===== src/rtl/pipeline_if_id_if.sv =====
`default_nettype none
// ============================================================================
// pipeline_if_id_if : fetch/decode boundary bundle for the IF/ID register
// Rev 1.0
// ============================================================================
interface pipeline_if_id_if #(
   parameter int CNT_W = 32
);
   logic [31:0]      PC_in_IFID;
   logic [31:0]      inst_in_IFID;
   logic             en_IFID;
   logic             flush_IFID;
   logic [31:0]      PC_out_IFID;
   logic [31:0]      inst_out_IFID;
   logic             valid_IFID;
   logic [CNT_W-1:0] stall_cnt;
   logic [CNT_W-1:0] flush_cnt;

   modport master (
      output PC_in_IFID, inst_in_IFID, en_IFID, flush_IFID,
      input  PC_out_IFID, inst_out_IFID, valid_IFID, stall_cnt, flush_cnt
   );

   modport slave (
      input  PC_in_IFID, inst_in_IFID, en_IFID, flush_IFID,
      output PC_out_IFID, inst_out_IFID, valid_IFID, stall_cnt, flush_cnt
   );
endinterface
`default_nettype wire


===== src/rtl/pipeline_if_id.sv =====
`default_nettype none
// ============================================================================
// pipeline_if_id : IF/ID pipeline register with stall skid copy, flush
//                  bubbles and saturating stall/flush event counters
// Rev 1.0
// ============================================================================
module pipeline_if_id #(
   parameter logic [31:0] NOP_INST = 32'h00000013,
   parameter int          CNT_W    = 32
) (
   input  wire               clk_IFID,
   input  wire               rst_IFID,
   pipeline_if_id_if.slave   bus
);

   localparam logic [CNT_W-1:0] CNT_MAX = '1;

   logic [31:0]      pc_q;
   logic             valid_q;
   logic [31:0]      hold_q;
   logic             held_q;
   logic [CNT_W-1:0] stall_cnt_q;
   logic [CNT_W-1:0] flush_cnt_q;

   always_ff @(posedge clk_IFID or posedge rst_IFID) begin
      if (rst_IFID) begin
         pc_q        <= 32'h0;
         valid_q     <= 1'b0;
         hold_q      <= 32'h0;
         held_q      <= 1'b0;
         stall_cnt_q <= '0;
         flush_cnt_q <= '0;
      end else begin
         if (bus.flush_IFID) begin
            pc_q    <= bus.PC_in_IFID;
            valid_q <= 1'b0;
            held_q  <= 1'b0;
         end else if (bus.en_IFID) begin
            pc_q    <= bus.PC_in_IFID;
            valid_q <= 1'b1;
            held_q  <= 1'b0;
         end else if (valid_q && !held_q) begin
            // Fetch PC is frozen, so memory data moves on next cycle: keep a copy.
            hold_q <= bus.inst_in_IFID;
            held_q <= 1'b1;
         end

         if (!bus.flush_IFID && !bus.en_IFID && valid_q && (stall_cnt_q != CNT_MAX))
            stall_cnt_q <= stall_cnt_q + 1'b1;
         if (bus.flush_IFID && (flush_cnt_q != CNT_MAX))
            flush_cnt_q <= flush_cnt_q + 1'b1;
      end
   end

   assign bus.PC_out_IFID   = pc_q;
   assign bus.valid_IFID    = valid_q;
   assign bus.inst_out_IFID = !valid_q ? NOP_INST : (held_q ? hold_q : bus.inst_in_IFID);
   assign bus.stall_cnt     = stall_cnt_q;
   assign bus.flush_cnt     = flush_cnt_q;

endmodule
`default_nettype wire


===== src/flat_wrapper.sv =====
// flat-port wrapper written by rule: the top's interface ports become plain ports
module pipeline_if_id_flat 
#(
   parameter logic [31:0] NOP_INST = 32'h00000013,
   parameter int          CNT_W    = 32
)
  (clk_IFID, rst_IFID, bus_PC_in_IFID, bus_inst_in_IFID, bus_en_IFID, bus_flush_IFID, bus_PC_out_IFID, bus_inst_out_IFID, bus_valid_IFID, bus_stall_cnt, bus_flush_cnt);
  pipeline_if_id_if #(.CNT_W(CNT_W)) bus_i ();
  input  wire clk_IFID;
  input  wire rst_IFID;
  input wire logic [$bits(bus_i.PC_in_IFID)-1:0] bus_PC_in_IFID;
  input wire logic [$bits(bus_i.inst_in_IFID)-1:0] bus_inst_in_IFID;
  input wire logic [$bits(bus_i.en_IFID)-1:0] bus_en_IFID;
  input wire logic [$bits(bus_i.flush_IFID)-1:0] bus_flush_IFID;
  output wire logic [$bits(bus_i.PC_out_IFID)-1:0] bus_PC_out_IFID;
  output wire logic [$bits(bus_i.inst_out_IFID)-1:0] bus_inst_out_IFID;
  output wire logic [$bits(bus_i.valid_IFID)-1:0] bus_valid_IFID;
  output wire logic [$bits(bus_i.stall_cnt)-1:0] bus_stall_cnt;
  output wire logic [$bits(bus_i.flush_cnt)-1:0] bus_flush_cnt;
  assign bus_i.PC_in_IFID = bus_PC_in_IFID;
  assign bus_i.inst_in_IFID = bus_inst_in_IFID;
  assign bus_i.en_IFID = bus_en_IFID;
  assign bus_i.flush_IFID = bus_flush_IFID;
  assign bus_PC_out_IFID = bus_i.PC_out_IFID;
  assign bus_inst_out_IFID = bus_i.inst_out_IFID;
  assign bus_valid_IFID = bus_i.valid_IFID;
  assign bus_stall_cnt = bus_i.stall_cnt;
  assign bus_flush_cnt = bus_i.flush_cnt;
  pipeline_if_id #(.NOP_INST(NOP_INST), .CNT_W(CNT_W)) u_core (.clk_IFID(clk_IFID), .rst_IFID(rst_IFID), .bus(bus_i));
endmodule

===== config.mk =====
export PLATFORM = sky130hd
export DESIGN_NAME = pipeline_if_id_flat
export DESIGN_NICKNAME = d
export VERILOG_FILES = /design/src/rtl/pipeline_if_id_if.sv /design/src/rtl/pipeline_if_id.sv /design/src/flat_wrapper.sv
export SDC_FILE = /design/constraint.sdc
export NUM_CORES = 1
export LEC_CHECK = 0
export CORE_MARGIN = 2
export CORE_UTILIZATION = 46
export CTS_CLUSTER_SIZE = 8
export DETAILED_ROUTE_END_ITERATION = 8
export GPL_TIMING_DRIVEN = 0
export PLACE_DENSITY = 0.8
export REMOVE_ABC_BUFFERS = 1
export SETUP_SLACK_MARGIN = 0.3
export SYNTH_ARGS = -nofsm -noshare
export SYNTH_HDL_FRONTEND = slang
export SYNTH_SLANG_ARGS = --single-unit

===== constraint.sdc =====
create_clock -name clk_IFID -period 5.1 [get_ports clk_IFID]
set_clock_uncertainty 0.1 [all_clocks]
set_input_delay 0.51 -clock clk_IFID [delete_from_list [all_inputs] [get_ports clk_IFID]]
set_output_delay 0.51 -clock clk_IFID [all_outputs]
set_load 0.02 [all_outputs]

==> results.cfg <==
[run_status]
status = complete, no violations

[detailed_routing]
wirelength_mm = 14.58
ant_nets = 0
drt-pass1-iter-count = 4
wire_per_inst_microns = 16.56
drc = 0
drtIter0Drc = 255
vias = 4621
viasPerCell = 5.251

[pwr]
power.share.clock_pct = 39.6
p_per_area_mw_per_mm2 = 343.7
p_seq_share_pct = 42.0
leakage_nw = 3.533
p_int_mw = 2.236
combPwrFrac_pct = 18.4
switchingPower_mw = 0.7958
peakVddDrop_uv = 238.0
switching_share_pct = 26.25

[placement]
place_congestion = 0.8276
dpl_worst_slack_ns = 1.347
dpl.hpwl_mm = 10.32
numPortBuffers = 196
place_inst = 848

[critical_path]
crit_path_top_delay_cell = a21oi_2
cp.required_ns = 5.32
crit_path_end_kind = flop
cp.arrival_ns = 3.53
critical_path.max_fanout = 34
crit_type = primary input to flop
crit_chain = clkdlybuf4s50_1, nor2_4, nand2_1, a21oi_2, nand4_1, xnor2_1
critPathLaunchType = primary input
max_stage_delay_ns = 0.85

[final_layout]
fin_cells = 880
diodes = 0
area_growth_syn_to_layout_pct = 45.51
layout-drive-gt1-share_pct = 15.96
final_util_pct = 69.34
fin_nets = 765
fillCellCount = 962

[yosys]
syn-cell-area_sq_mm = 0.006062
synth_top_cell_area_share_pct = 53.66
yosysUniqueCellTypes = 36
ys_top_cells_by_area = dfrtp_1 (54%), mux2_2 (13%), xnor2_1 (7.1%)
ys.warnings.count = 0
yosys-top-cells-count = dfrtp_1 (130), mux2_2 (68), xnor2_1 (49)
synth-edff-count = 0
netlist_instances = 499
synth_most_common_cell = dfrtp_1
synth_area_per_cell_sq_um = 12.15
ys_seq_elements = 130
synth_seq_area_share_pct = 53.66
synth_area_leader_cell = dfrtp_1
synth_flop_cell = dfrtp_1
async_flop_share_pct = 100.0

[timing]
fmax_ghz = 0.3018
relSlewSlack_pct = 16.40
tightest_slew_ns = 1.242
finalHoldViolations = 0
setup_ws_ns = 1.787
finalSetupViolations = 0
finalMaxSlewViolations = 0
min_period_ns = 3.313
period_share_pct = 64.97
rsz0062_at_grt = false

[floorplanning]
dieHeight_microns = 118.8
die_w_microns = 118.8
rows = 41
start_util_pct = 47.65
ios = 197
die-area_sq_mm = 0.01411
fp.coreArea_sq_mm = 0.01272

[global_route]
grt_first_pass_wirelength_mm = 24.07
grt_pass1_vias = 4803
globalRouteOverflowTotal = 0
grt_usage_pct = 21.17
antenna_found_initial = 0
grt_start_max_net_pins = 82

[clocking]
numCtsBuffers = 17
root_buffer = clkbuf_16
hold_buffers = 0
clk_pin_slew_worst_paths_ns = 0.06
cts_sinks = 130
postCtsResizedCells = 0
cts_setup_buffers = 0
insertion_delay_ns = 0.41
cts_tree = yes
cts.htree.levels = 4
cts_max_path_buffers = 2

[worst_hold_path]
hold_class = flop to flop

[run]
max_cap_viol_count = 0
## cell families after synthesis
family	Yosys count	share of synthesized area, %
AOI/OAI and AO/OA	7	0.9081
xor gates and xnor gates	60	8.669
adders and majority gates	2	0.4127
buffers and inverters	26	1.692
DFF	130	53.66
muxes	100	17.92
and+or+nand+nor	174	16.74
## flip-flops by register name, indices dropped and copies added, names as in the netlist
| signal | cells |
|---|---|
| u_core.bus.PC_out_IFID | 32 |
| u_core.bus.flush_cnt | 32 |
| u_core.bus.stall_cnt | 32 |
| u_core.bus.valid_IFID | 1 |
| u_core.held_q | 1 |
| u_core.hold_q | 32 |
## power groups by stage
stage          clock network (mW)  logic [mW]  registers, mW
2_1_floorplan                   0       0.220           1.34
3_3_place_gp                    0       0.543           1.28
3_5_place_dp                    0       0.565           1.29
4_1_cts                      1.22       0.567           1.27
5_1_grt                      1.28       0.602           1.30
6_report                     1.20       0.557           1.27
## layout make-up
type                       count  area [sq um]  area share (%)
clock buffer                  24         491.7           5.574
inverter                       5         23.77          0.2695
tap                          172         215.2           2.440
multi-input combinational    343          2725           30.89
sequential                   130          3254           36.89
timing repair buffer         198          2009           22.78
clock inverter                 8         101.3           1.149
## worst paths after layout
check | start | to | slack, ns | cells past startpoint
max | bus_flush_IFID | u_core.bus.stall_cnt[25] | 1.79 | 6
min | u_core.bus.flush_cnt[10] | u_core.bus.flush_cnt[10] | 0.39 | 1
max reg2reg | u_core.bus.valid_IFID | u_core.bus.stall_cnt[25] | 2.17 | 4
min reg2reg | u_core.bus.flush_cnt[10] | u_core.bus.flush_cnt[10] | 0.39 | 1
max in group asynchronous | rst_IFID | u_core.held_q | 3.73 | 3
min in group asynchronous | rst_IFID | u_core.bus.flush_cnt[20] | 0.42 | 2
## critical path: cells and delay by family
kind            cells  cell delay [ns]
xor+xnor            1             0.24
simple gates        3             1.37
buf+inv             1             0.55
compound gates      1             0.85
## cells in the final DEF, fill, tap and decap left out, types with 17 or more instances in the layout
| cell | count |
|---|---|
| clkdlybuf4s50_1 | 196 |
| clkbuf_16 | 17 |
| nand4_1 | 36 |
| mux2_2 | 68 |
| dfrtp_1 | 129 |
| nand2_1 | 24 |
| xnor2_1 | 49 |
| nand3_1 | 24 |
| mux2i_1 | 32 |
| nor2b_1 | 30 |
## layer usage
metal,track usage (%),wire (microns)
met5,0,0
met4,6.771,208
met3,8.108,1192
met2,34.73,7080
met1,25.71,6095
## per-stage QoR
stage	cell area [sq um]	setup TNS (ns)	power [mW]	hold slack [ns]
after floorplan	5978	0	1.562	0.3805
after global placement	8155	-154.51	1.826	0.3809
after detailed placement	8228	0	1.856	0.3824
after CTS	8821	0	3.064	0.3894
after global routing	8821	0	3.177	0.4155
final	8821	0	3.032	0.3944
Power figures use the tool's default switching activity.
